==> config.mk <==
export PLATFORM = sky130hd
export DESIGN_NAME = mesh_inject_sequencer
export DESIGN_NICKNAME = d
export VERILOG_FILES = /design/src/rtl/mesh_inject_sequencer.sv
export SDC_FILE = /design/constraint.sdc
export NUM_CORES = 1
export LEC_CHECK = 0
export CORE_MARGIN = 1.5
export CORE_UTILIZATION = 30
export CTS_CLUSTER_DIAMETER = 80
export CTS_CLUSTER_SIZE = 25
export DETAILED_ROUTE_END_ITERATION = 16
export DONT_BUFFER_PORTS = 1
export HOLD_SLACK_MARGIN = 0.1
export SYNTH_ARGS = -nofsm -noshare
export SYNTH_HDL_FRONTEND = slang
export SYNTH_HIERARCHICAL = 1
export SYNTH_SLANG_ARGS = --single-unit
==> constraint.sdc <==
create_clock -name clk -period 8.2 [get_ports clk]
set_input_delay 1.23 -clock clk [delete_from_list [all_inputs] [get_ports clk]]
set_output_delay 1.23 -clock clk [all_outputs]
set_load 0.02 [all_outputs]
==> src/rtl/mesh_inject_sequencer.sv <==
// Source-end sequencer for the convolving mixer mesh: meters reagent into each
// selected inlet (settle, then pumped inject), flushes the feed line, reports done.

module mesh_inject_lane #(
  parameter int LANE  = 0,
  parameter int IDX_W = 1
) (
  input  logic             clk,
  input  logic             rst,
  input  logic             open_nxt,
  input  logic [IDX_W-1:0] idx_nxt,
  output logic             valve
);
  always_ff @(posedge clk) begin
    if (rst) valve <= 1'b0;
    else     valve <= open_nxt && (idx_nxt == IDX_W'(LANE));
  end
endmodule

module mesh_inject_sequencer #(
  parameter int N_INPUTS      = 2,
  parameter int CNT_W         = 16,
  parameter int SETTLE_CYCLES = 4,
  parameter int FLUSH_CYCLES  = 8,
  localparam int IDX_W        = (N_INPUTS > 1) ? $clog2(N_INPUTS) : 1
) (
  input  logic                clk,
  input  logic                rst,
  input  logic                cmd_valid,
  output logic                cmd_ready,
  input  logic [N_INPUTS-1:0] cmd_mask,
  input  logic [CNT_W-1:0]    cmd_dwell,
  input  logic                abort,
  output logic [N_INPUTS-1:0] valve_open,
  output logic                flush_open,
  output logic                pump_on,
  output logic [IDX_W-1:0]    active_idx,
  output logic                busy,
  output logic                done,
  output logic                aborted
);
  typedef enum logic [2:0] {IDLE, SETTLE, INJECT, FLUSH, DONE} state_t;

  localparam logic [CNT_W-1:0] SETTLE_LAST = CNT_W'(SETTLE_CYCLES - 1);
  localparam logic [CNT_W-1:0] FLUSH_LAST  = CNT_W'(FLUSH_CYCLES - 1);

  state_t              state, nxt_state;
  logic [IDX_W-1:0]    idx, nxt_idx;
  logic [CNT_W-1:0]    cnt, nxt_cnt;
  logic [CNT_W-1:0]    dwell_q, nxt_dwell;
  logic [N_INPUTS-1:0] mask_q, nxt_mask;
  logic                abort_q, nxt_abort;
  logic [N_INPUTS-1:0] cmd_sel, above;
  logic                first_vld, next_vld, nxt_open;
  logic [IDX_W-1:0]    first_idx, next_idx;

  function automatic logic [IDX_W:0] lowest(input logic [N_INPUTS-1:0] m);
    logic [IDX_W:0] r;
    r = '0;
    for (int i = N_INPUTS - 1; i >= 0; i--)
      if (m[i]) r = {1'b1, IDX_W'(i)};
    return r;
  endfunction

  // A zero dwell drops every input so the command degenerates to a bare flush.
  assign cmd_sel = (cmd_dwell != '0) ? cmd_mask : '0;

  always_comb begin
    above = '0;
    for (int i = 0; i < N_INPUTS; i++)
      above[i] = mask_q[i] && (i > int'(idx));
  end

  assign {first_vld, first_idx} = lowest(cmd_sel);
  assign {next_vld, next_idx}   = lowest(above);

  always_comb begin
    nxt_state = state;
    nxt_idx   = idx;
    nxt_cnt   = cnt + CNT_W'(1);
    nxt_mask  = mask_q;
    nxt_dwell = dwell_q;
    nxt_abort = abort_q;
    case (state)
      IDLE: begin
        nxt_cnt = '0;
        if (cmd_valid) begin
          nxt_mask  = cmd_sel;
          nxt_dwell = cmd_dwell;
          nxt_abort = 1'b0;
          if (first_vld) begin
            nxt_state = SETTLE;
            nxt_idx   = first_idx;
          end else begin
            nxt_state = FLUSH;
          end
        end
      end
      SETTLE: begin
        if (abort) begin
          nxt_state = FLUSH;
          nxt_cnt   = '0;
          nxt_abort = 1'b1;
        end else if (cnt == SETTLE_LAST) begin
          nxt_state = INJECT;
          nxt_cnt   = '0;
        end
      end
      INJECT: begin
        if (abort) begin
          nxt_state = FLUSH;
          nxt_cnt   = '0;
          nxt_abort = 1'b1;
        end else if (cnt == dwell_q - CNT_W'(1)) begin
          // dwell_q is nonzero here, so the subtract never wraps
          nxt_cnt = '0;
          if (next_vld) begin
            nxt_state = SETTLE;
            nxt_idx   = next_idx;
          end else begin
            nxt_state = FLUSH;
          end
        end
      end
      FLUSH: begin
        if (cnt == FLUSH_LAST) begin
          nxt_state = DONE;
          nxt_cnt   = '0;
        end
      end
      DONE: begin
        nxt_state = IDLE;
        nxt_cnt   = '0;
      end
      default: nxt_state = IDLE;
    endcase
  end

  assign nxt_open = (nxt_state == SETTLE) || (nxt_state == INJECT);

  // Outputs are decoded from the next state so they line up with the state register.
  always_ff @(posedge clk) begin
    if (rst) begin
      state      <= IDLE;
      idx        <= '0;
      cnt        <= '0;
      mask_q     <= '0;
      dwell_q    <= '0;
      abort_q    <= 1'b0;
      flush_open <= 1'b0;
      pump_on    <= 1'b0;
      active_idx <= '0;
      busy       <= 1'b0;
      done       <= 1'b0;
      aborted    <= 1'b0;
      cmd_ready  <= 1'b1;
    end else begin
      state      <= nxt_state;
      idx        <= nxt_idx;
      cnt        <= nxt_cnt;
      mask_q     <= nxt_mask;
      dwell_q    <= nxt_dwell;
      abort_q    <= nxt_abort;
      flush_open <= (nxt_state == FLUSH);
      pump_on    <= (nxt_state == INJECT) || (nxt_state == FLUSH);
      active_idx <= nxt_open ? nxt_idx : '0;
      busy       <= (nxt_state != IDLE);
      done       <= (nxt_state == DONE);
      aborted    <= (nxt_state == DONE) && nxt_abort;
      cmd_ready  <= (nxt_state == IDLE);
    end
  end

  for (genvar g = 0; g < N_INPUTS; g++) begin : g_lane
    mesh_inject_lane #(.LANE(g), .IDX_W(IDX_W)) u_lane (
      .clk      (clk),
      .rst      (rst),
      .open_nxt (nxt_open),
      .idx_nxt  (nxt_idx),
      .valve    (valve_open[g])
    );
  end

endmodule
# After elaboration in Yosys (flattened, before gate mapping)

Index checks and enable logic that the tools add are counted.

Register bits after elaboration: 48
Bits of input ports: 22
Output and inout bits: 9
Logic and storage cells: 73

$add $sub $neg: 2
Order comparisons: 1
Equal/unequal tests: 11
Muxes and demuxes: 28
Bitwise gates (word level): 2
Reduce and logical (&&, ||, !) cells: 14

Operators by type and width:

| kind                                                | count |
|---|---|
| 2-to-1 mux 16 bit                                   | 5 |
| one-hot mux 16 bit (4 select lines)                 | 1 |
| 2-to-1 mux 3 bit                                    | 6 |
| adder 16 x 1 -> 16 bit (second input constant)      | 1 |
| == test 16 bit                                      | 1 |
| == test 16 x 2 -> 1 bit (second input constant)     | 1 |
| == test 16 x 3 -> 1 bit (second input constant)     | 1 |
| nonzero test 16 bit                                 | 1 |
| subtractor 16 x 1 -> 16 bit (second input constant) | 1 |
| == test 3 x 2 -> 1 bit (second input constant)      | 4 |
| 2-to-1 mux 2 bit                                    | 6 |
| one-hot mux 3 bit (4 select lines)                  | 1 |
| 2-to-1 mux 1 bit                                    | 7 |
| == test 3 x 1 -> 1 bit (second input constant)      | 2 |
| == test 3 bit (second input constant)               | 2 |
| zero test 3 bit                                     | 2 |
| OR reduction 2 bit                                  | 3 |
| logical AND 1 bit                                   | 4 |
| one-hot mux 1 bit (2 select lines)                  | 2 |
| nonzero test 3 bit                                  | 1 |
| logical OR 1 bit                                    | 2 |
| NOT 1 bit                                           | 2 |
| AND reduction 2 bit                                 | 1 |
| > comparator 1 bit (first input constant)           | 1 |

# Logic depth before layout (Yosys ltp)

Gate-level depths: netlist (run 1).

Depth in word-level cells: 11
Gate-level depth with buffers: 10
Gate-level depth less buffers: 10

# Modules after synthesis

Netlist (run 1), hierarchy kept.

Modules (own cells, without submodules):

| module                               | times used | cells an instance | area each (um^2) | sequential area each (um^2) |
|---|---|---|---|---|
| mesh_inject_sequencer                | 1          | 328               | 2,548.7          | 900.9 |
| mesh_inject_lane at g_lane[0].u_lane | 1          | 2                 | 32.5             | 20.0 |
| mesh_inject_lane at g_lane[1].u_lane | 1          | 2                 | 28.8             | 20.0 |

# Worst setup path after synthesis (run 1)

OpenSTA, ideal clock, no wires.

Kind: register to register
Start: reg dwell_q[0]
End: reg g_lane[1].u_lane.valve
Setup time: 0.060 ns
Data arrival time: 2.922 ns
Data required time: 8.140 ns
Setup slack: 5.217 ns
Cell stages (with the launch flop): 10
Path buffers: 0
Clock period less this slack: 2.983 ns
Path through: dfxtp_1 -> inv_1 -> ha_1 -> or3b_2 -> or4_1 -> a211oi_1 -> nand4_1 -> a2111o_1 -> o31ai_1 -> and3b_1

Elaborated cells between the ends (all ways): 12
Those cells by class: 1 x add/sub; 3 x eq/ne; 6 x mux; 2 x reduce/logical

RTL lines:

| element                            | line | text |
|---|---|---|
| start: declaration                 | 50   | `logic [CNT_W-1:0] dwell_q, nxt_dwell;` |
| start signal: assignment           | 162  | `dwell_q <= nxt_dwell;` |
| subtractor 16 x 1 -> 16 bit        | 114  | `end else if (cnt == dwell_q - CNT_W'(1)) begin` |
| == test 16 bit                     | 114  |  |
| 2-to-1 mux 1 bit                   | 114  |  |
| 2-to-1 mux 1 bit                   | 110  | `if (abort) begin` |
| one-hot mux 1 bit (2 select lines) | 84   | `case (state)` |
| via nxt_idx                        | 48   | `logic [IDX_W-1:0] idx, nxt_idx;` |
| logical AND 1 bit                  | 16   | `else valve <= open_nxt && (idx_nxt == IDX_W'(LANE));` |
| end signal: assignment             | 16   |  |
| end: declaration                   | 12   | `output logic valve` |

The timed path passes the listed nets, and every way through them passes these cells.
A chain may end at the register's enable or synchronous reset.

# Worst setup path after layout (run 1)

Start: reg dwell_q[0]
End: reg cnt[9]

Longest elaborated chain between the ends: 5

RTL lines:

| element                             | line | text |
|---|---|---|
| subtractor 16 x 1 -> 16 bit         | 114  |  |
| == test 16 bit                      | 114  |  |
| 2-to-1 mux 16 bit                   | 114  |  |
| 2-to-1 mux 16 bit                   | 110  |  |
| one-hot mux 16 bit (4 select lines) | 84   |  |
| end signal: assignment              | 160  | `cnt <= nxt_cnt;` |
| end: declaration                    | 49   | `logic [CNT_W-1:0] cnt, nxt_cnt;` |

Every way passes these cells.

==> results of run 1 <==
## worst register-to-register path: cells and delay by family, from the launching register on
kind | cells | cell delay [ns]
and+or+nand+nor | 4 | 1.60
AOI/OAI and AO/OA | 2 | 0.93
DFF | 1 | 0.36
adders and majority gates | 1 | 0.24
buffers and inverters | 1 | 0.07
## metal layers
metal / routed length [µm] / GRT usage, %
met3: 325 / 3.24
met5: 0 / 0
met2: 2960 / 24.6
met1: 2950 / 18.4
met4: 42 / 4.53
## layout make-up
cell class | instances | area (µm²) | area share [%]
Multi-Input combinational cell | 256 | 1560 | 56.0
Sequential cell | 47 | 941 | 33.8
Tap cell | 105 | 131 | 4.73
Clock buffer | 6 | 82.6 | 2.97
Clock inverter | 2 | 35.0 | 1.26
Inverter | 9 | 33.8 | 1.22
## worst paths after layout
path,startpoint,to,slack [ns]
setup / recovery,dwell_q[0],cnt[9],4.88
hold / removal,mask_q[1],mask_q[1],0.47
setup reg to reg,dwell_q[0],cnt[9],4.88
hold reg to reg,mask_q[1],mask_q[1],0.47
## cells in the mapped netlist (6+ instances only)
cell type / instances / share of area [%]
nor4_1: 8 / 1.9
inv_1: 9 / 1.3
xor2_1: 11 / 3.7
nand4_1: 8 / 1.9
or3_1: 6 / 1.4
nand2_1: 52 / 7.5
clkbuf_1: 17 / 2.4
nand3_1: 10 / 1.9
a21oi_1: 27 / 5.2
nor3_1: 25 / 4.8
xnor2_1: 21 / 7.0
dfxtp_1: 47 / 36
nor2_1: 22 / 3.2
## flip-flops by register name, summed over array words and instances (netlist names)
signal,cells
active_idx,1
dwell_q,16
cmd_ready,1
state,3
done,1
idx,1
cnt,16
aborted,1
mask_q,1
flush_open,1
busy,1
g_lane.u_lane/valve,2
pump_on,1
abort_q,1
## per-stage QoR
step / cell area (µm²) / hold WS [ns] / std cells / total power, mW / utilization (%)
after global placement: 2660 / 0.445 / 417 / 0.369 / 31.9
after CTS: 2780 / 0.467 / 425 / 0.548 / 33.3
after global routing: 2780 / 0.495 / 425 / 0.573 / 33.3
final: 2780 / 0.472 / 425 / 0.544 / 33.3
after floorplan: 2610 / 0.437 / 332 / 0.353 / -
after detailed placement: 2660 / 0.455 / 417 / 0.371 / 31.9
## cell families (layout without fill, tap and decap cells)
group,count (synthesis),count (layout),share of synthesized area [%]
AND/OR/NAND/NOR,159,159,31.1
XOR/XNOR,32,32,10.7
AO/OA/AOI/OAI,63,63,16.6
adder cells (fa/ha/maj),2,2,0.959
buffers and inverters,29,17,4.51
flip-flops,47,47,36.0
## power by group through the flow
stage	registers (mW)	logic, mW	clock network, mW
final	0.260	0.106	0.177
after detailed placement	0.266	0.105	0
after floorplan	0.258	0.0953	0
after CTS	0.260	0.105	0.182
after global placement	0.265	0.104	0
after global routing	0.263	0.120	0.191
==> metrics.md, run 1 <==
| Metric | Value |
|---|---|
| Status | complete, no violations |
| Clock Path Buffers | 2 |
| Antenna cells | 0 |
| Postcts setup bufs | 0 |
| CTS clk-pin slew, worst paths | around 0.090 ns |
| Sw Share | 29.5% |
| Sequential power share | roughly 48% |
| Fill cells | 904 |
| Setup ws final | 4.88 ns |
| Pre-antenna DRT Iters | 4 |
| DRT iter0 DRCs | 135 |
| # IOs | 31 |
| Resized Gates After CTS | 0 |
| Worst Max-Slew Pin Slew | 1.09 ns |
| Reg2reg path depth | 8 |
| WS Path Type | flop to flop |
| Crit path time final | 3.32 ns |
| Fin nets | 343 |
| WP data required | 8.38 ns |
| GP Congestion | 0.892 |
| Quantity of hold-fixing buffers added after cts | 0 |
| Hpwl dp | roughly 4600 µm |
| Synthesis Warnings | 6 |
| Syn nets | between 300 and 400 |
| GRT Total Usage | 14.6% |
| Hold Path Class | flop to flop |
| GRT overflow | 0 |
| First-pass GRT wire length | around 10000 µm |
| Lkg Pwr | 0.927 nW |
| Max-cap violation count | 0 |
| Worst slack at placement | ~4.9 ns |
| Slowest-stage cell, CP | nor3b_1 |
| Combinational power share | between 10% and 20% |
| Core Region | 0.00834 mm² |
| CTS tree | done |
| Post-synth top flop | dfxtp_1 |
| Synth unique cells | 53 |
| Full die area | 0.00927 mm² |
| Worst path depth | 8 |
| Via Count | 2291 |
| Initial Utilization | 31.3% |
| Clock network power share | ~33% |
| DRT antenna net count | 0 |
| Max Freq | 301 MHz |
| Syn_area_per_cell | 7.86 µm² |
| Asr flop ratio synth | 0% |
| Most common cell after layout, fill and taps aside | nand2_1 |
| Antenna violations before repair | 0 |
| Peak VDD IR | 0.0888 mV |
| Fin crit share | 40.5% |
| Row Count | 33 |
| RSZ-0062 raised after global routing | false |
| Reported net switching power | 0.160 mW |
| Root Driver | clkbuf_8 |
| Die width | 96.3 µm |
| Final slew viol count | 0 |
| H-tree depth | 2 |
| Crit Path Max Fanout | 16 |
| CP Cell Sequence | inv_1 -> ha_1 -> nor3b_1 -> nand3_1 -> or3_1 -> a2111o_1 -> a21oi_4 -> nor3_1 |
| DRC | 0 |
| Clock Latency Late Sink | 0.30 ns |
| Number of synthesized flops with an enable pin | 0 |
| Die Span Y | 96.3 µm |
| Avg Vias per Cell | approximately 5.4 |
| Netlist Area Pre-Place | 0.00261 mm² |
| P&R area growth vs syn | 6.52% |
| Critical path arrival | around 3.5 ns |
| Largest net degree at the start of global routing | 46 |
| Relative slew slack | between 20% and 30% |
| Layout Skew | roughly 0.0056 ns |
| CTS Sinks | 47 |
| CTS Buf Count | 5 |
| Largest stage delay, worst path | 0.73 ns |
| Total Wirelength | 6280 µm |
| Most frequent cells in the layout | 52 x nand2_1, 47 x dfxtp_1, 27 x a21oi_1 |
| WL/cell | approximately 15 µm |
| Critical path's top delay family | simple AND/OR/NAND/NOR gates |
| Hold depth | 2 |
| Post-synthesis sequential area ratio | 36.0% |
| Worst path buffer plus inverter count | 1 |
| Final setup TNS | 0 ns |
| Synthesized flop and latch total | 47 |
| Share of cells above drive strength 1 | 5.94% |
| Post-Synthesis Cells | 332 |
| CP Launch Type | flop |
| Critical path endpoint category | flop |
| PortBufs | 0 |
| Setup violators final | 0 |
| Number of global-route vias before repair | 2200 |
| Hold Violations, Final | 0 |
| Internal power | 0.383 mW |
| Power density over cell area | around 200 mW/mm² |
Power figures use the tool's default switching activity.
==> inputs of run 2 (changes only) <==
==> constraint.sdc (replaced) <==
create_clock -name clk -period 3.2 [get_ports clk]
set_input_delay 0.48 -clock clk [delete_from_list [all_inputs] [get_ports clk]]
set_output_delay 0.48 -clock clk [all_outputs]
set_load 0.02 [all_outputs]
==> run 2 against run 1 <==
Utilization up 1.4 points. Count of clock-buffer cells in the layout unchanged. Critical path depth up 3. Total power up 150%. Critical endpoint is now cnt[6].
==> metrics.md, run 2 (synthesis gave the netlist of run 1 again) <==
| Metric | Value |
|---|---|
| Status | complete, no violations (unchanged) |
| CTS clk-pin slew, worst paths | 0.08 ns (was 0.09 ns) |
| Antenna violations before repair | 0 (unchanged) |
| Clock network power share | 26.8% (was 32.6%) |
| Internal power | 0.929 mW (was 0.383 mW) |
| Sw Share | 30.6% (was 29.5%) |
| Setup violators final | 0 (unchanged) |
| CTS tree | done (unchanged) |
| Die Span Y | 96.3 µm (unchanged) |
| GRT overflow | 0 (unchanged) |
| Crit Path Max Fanout | 16 (unchanged) |
| Reg2reg end | cnt[6] (was cnt[9]) |
| Hpwl dp | 4730 µm (was 4640 µm) |
| Share of cells above drive strength 1 | 10.8% (was 5.94%) |
| DRT antenna net count | 0 (unchanged) |
| CP startpoint | dwell_q[1] (was dwell_q[0]) |
| Fin crit share | 95.5% (was 40.5%) |
| Layout Cells excl Fill | 438 (was 425) |
| CP Launch Type | flop (unchanged) |
| Dpl cells | 430 (was 417) |
| # IOs | 31 (unchanged) |
| CP endpoint | cnt[6] (was cnt[9]) |
| DR WL met3 | 244 µm (was 325 µm) |
| Hold Path Class | primary input to flop (was flop to flop) |
| Final setup TNS | 0 ns (unchanged) |
| PortBufs | 0 (unchanged) |
| CTS Sinks | 47 (unchanged) |
| WP data required | 3.40 ns (was 8.38 ns) |
| Largest net degree at the start of global routing | 46 (unchanged) |
| Total Wirelength | 6290 µm (was 6280 µm) |
| Flop-to-flop setup slack | 0.14 ns (was 4.88 ns) |
| P&R area growth vs syn | 11.0% (was 6.52%) |
| GP Congestion | 0.876 (was 0.892) |
| Avg Vias per Cell | 5.35 (was 5.39) |
| Core Region | 0.00834 mm² (unchanged) |
| Row Count | 33 (unchanged) |
| Fin nets | 357 (was 343) |
| Reg2reg path depth | 11 (was 8) |
| Combinational power share | 23.6% (was 19.5%) |
| Clock Path Buffers | 2 (unchanged) |
| CTS Buf Count | 5 (unchanged) |
| Layout Skew | 0.00655 ns (was 0.00557 ns) |
| Pre-antenna DRT Iters | 4 (unchanged) |
| Lkg Pwr | 0.999 nW (was 0.927 nW) |
| Max Freq | 327 MHz (was 301 MHz) |
| Initial Utilization | 31.3% (unchanged) |
| Via Count | 2343 (was 2291) |
| Antenna cells | 0 (unchanged) |
| Final slew viol count | 0 (unchanged) |
| RSZ-0062 raised after global routing | false (unchanged) |
| Crit path time final | 3.06 ns (was 3.32 ns) |
| Number of global-route vias before repair | 2312 (was 2200) |
| Relative slew slack | 53.1% (was 26.8%) |
| Highest Signal Layer | met4 (unchanged) |
| Root Driver | clkbuf_8 (unchanged) |
| Most common cell after layout, fill and taps aside | nand2_1 (unchanged) |
| WL/cell | 14.4 µm (was 14.8 µm) |
| Critical path arrival | 3.25 ns (was 3.50 ns) |
| Reg-to-reg startpoint | dwell_q[1] (was dwell_q[0]) |
| Full die area | 0.00927 mm² (unchanged) |
| Most frequent cells in the layout | 52 x nand2_1, 47 x dfxtp_1, 27 x a21oi_1 (unchanged) |
| Quantity of hold-fixing buffers added after cts | 0 (unchanged) |
| Clock Latency Late Sink | 0.30 ns (about the same) |
| Die width | 96.3 µm (unchanged) |
| Power density over cell area | 462 mW/mm² (was 196 mW/mm²) |
| Largest registers | cnt (16), dwell_q (16), state (3) (unchanged) |
| DRT iter0 DRCs | 153 (was 135) |
| Worst Max-Slew Pin Slew | 0.697 ns (was 1.09 ns) |
| Sequential power share | 49.6% (was 47.9%) |
| Hold Violations, Final | 0 (unchanged) |
| Max-cap violation count | 0 (unchanged) |
| DRT met1 WL | 3000 µm (was 2950 µm) |
| Met2 wire len | 2990 µm (was 2960 µm) |
| Reported net switching power | 0.410 mW (was 0.160 mW) |
| WS Path Type | flop to flop (unchanged) |
| Peak VDD IR | 0.265 mV (was 0.0888 mV) |
| GRT Total Usage | 15.1% (was 14.6%) |
| H-tree depth | 2 (unchanged) |
| Critical path endpoint category | flop (unchanged) |
| First-pass GRT wire length | 10900 µm (was 10500 µm) |
| DRC | 0 (unchanged) |
==> run 2: cell count changes in the layout (fill, tap and decap cells not counted), sizes merged <==
cell / delta
bufinv: -1
buf: +14
==> run 2: cell type report <==
| type | instances | area [µm²] |
|---|---|---|
| fillers | 888 | 5440 |
| multi-input cells | 256 | 1590 |
| flip-flops and latches | 47 | 941 |
| well taps | 105 | 131 |
| repair buffers | 14 | 118 |
| clock buffers | 6 | 82.6 |
| inverters | 9 | 33.8 |
| clock inverters | 1 | 5.00 |
==> run 2: routing by layer <==
layer  vias up  global-route usage [%]
li1       1184                       -
met1      1123                    19.3
met2        32                    24.9
met3         4                    3.55
met4         0                    5.15
met5         -                       0
==> run 2: critical path, stage by stage (launching register included) <==
cell,delay (ns)
dfxtp_1,0.35
inv_1,0.06
ha_1,0.17
or3b_2,0.50
or4_4,0.51
a211oi_2,0.23
nand4_1,0.15
a2111o_1,0.47
buf_4,0.18
a21oi_4,0.13
buf_12,0.16
nor3_1,0.05
==> run 2: how the worst min path moves through the flow <==
stage | from | endpoint | slack (ns) | depth (start not counted)
after global placement | mask_q[1] | mask_q[1] | 0.45 | 2
after floorplan | mask_q[1] | mask_q[1] | 0.44 | 2
after CTS | rst | pump_on | 0.23 | 1
after detailed placement | mask_q[1] | mask_q[1] | 0.45 | 2
final | rst | mask_q[1] | 0.24 | 1
after global routing | rst | pump_on | 0.22 | 1
==> run 2: per-stage QoR <==
stage	util [%]	cell area, µm²	worst slack (ns)	total power [mW]	hold WS, ns
floorplan	-	2610	0.217	0.905	0.437
global placement	33.2	2770	0.159	0.976	0.452
detailed placement	33.2	2770	0.0783	0.982	0.453
CTS	34.3	2860	0.0505	1.34	0.234
global route	34.7	2900	0.0256	1.42	0.221
finish	34.7	2900	0.145	1.34	0.244
==> run 2: repair_timing <==
action,4_1_cts,5_1_grt
resized for setup,0,6
endpoints found under the hold margin,0,0
buffers inserted,0,1
setup endpoints to repair,0,7
==> run 2: power groups by stage <==
| stage | Clock, mW | Sequential [mW] | Combinational (mW) |
|---|---|---|---|
| 2_1_floorplan | 0 | 0.661 | 0.244 |
| 4_1_cts | 0.371 | 0.663 | 0.307 |
| 6_report | 0.359 | 0.664 | 0.316 |
| 3_3_place_gp | 0 | 0.677 | 0.298 |
| 3_5_place_dp | 0 | 0.677 | 0.306 |
| 5_1_grt | 0.395 | 0.670 | 0.356 |
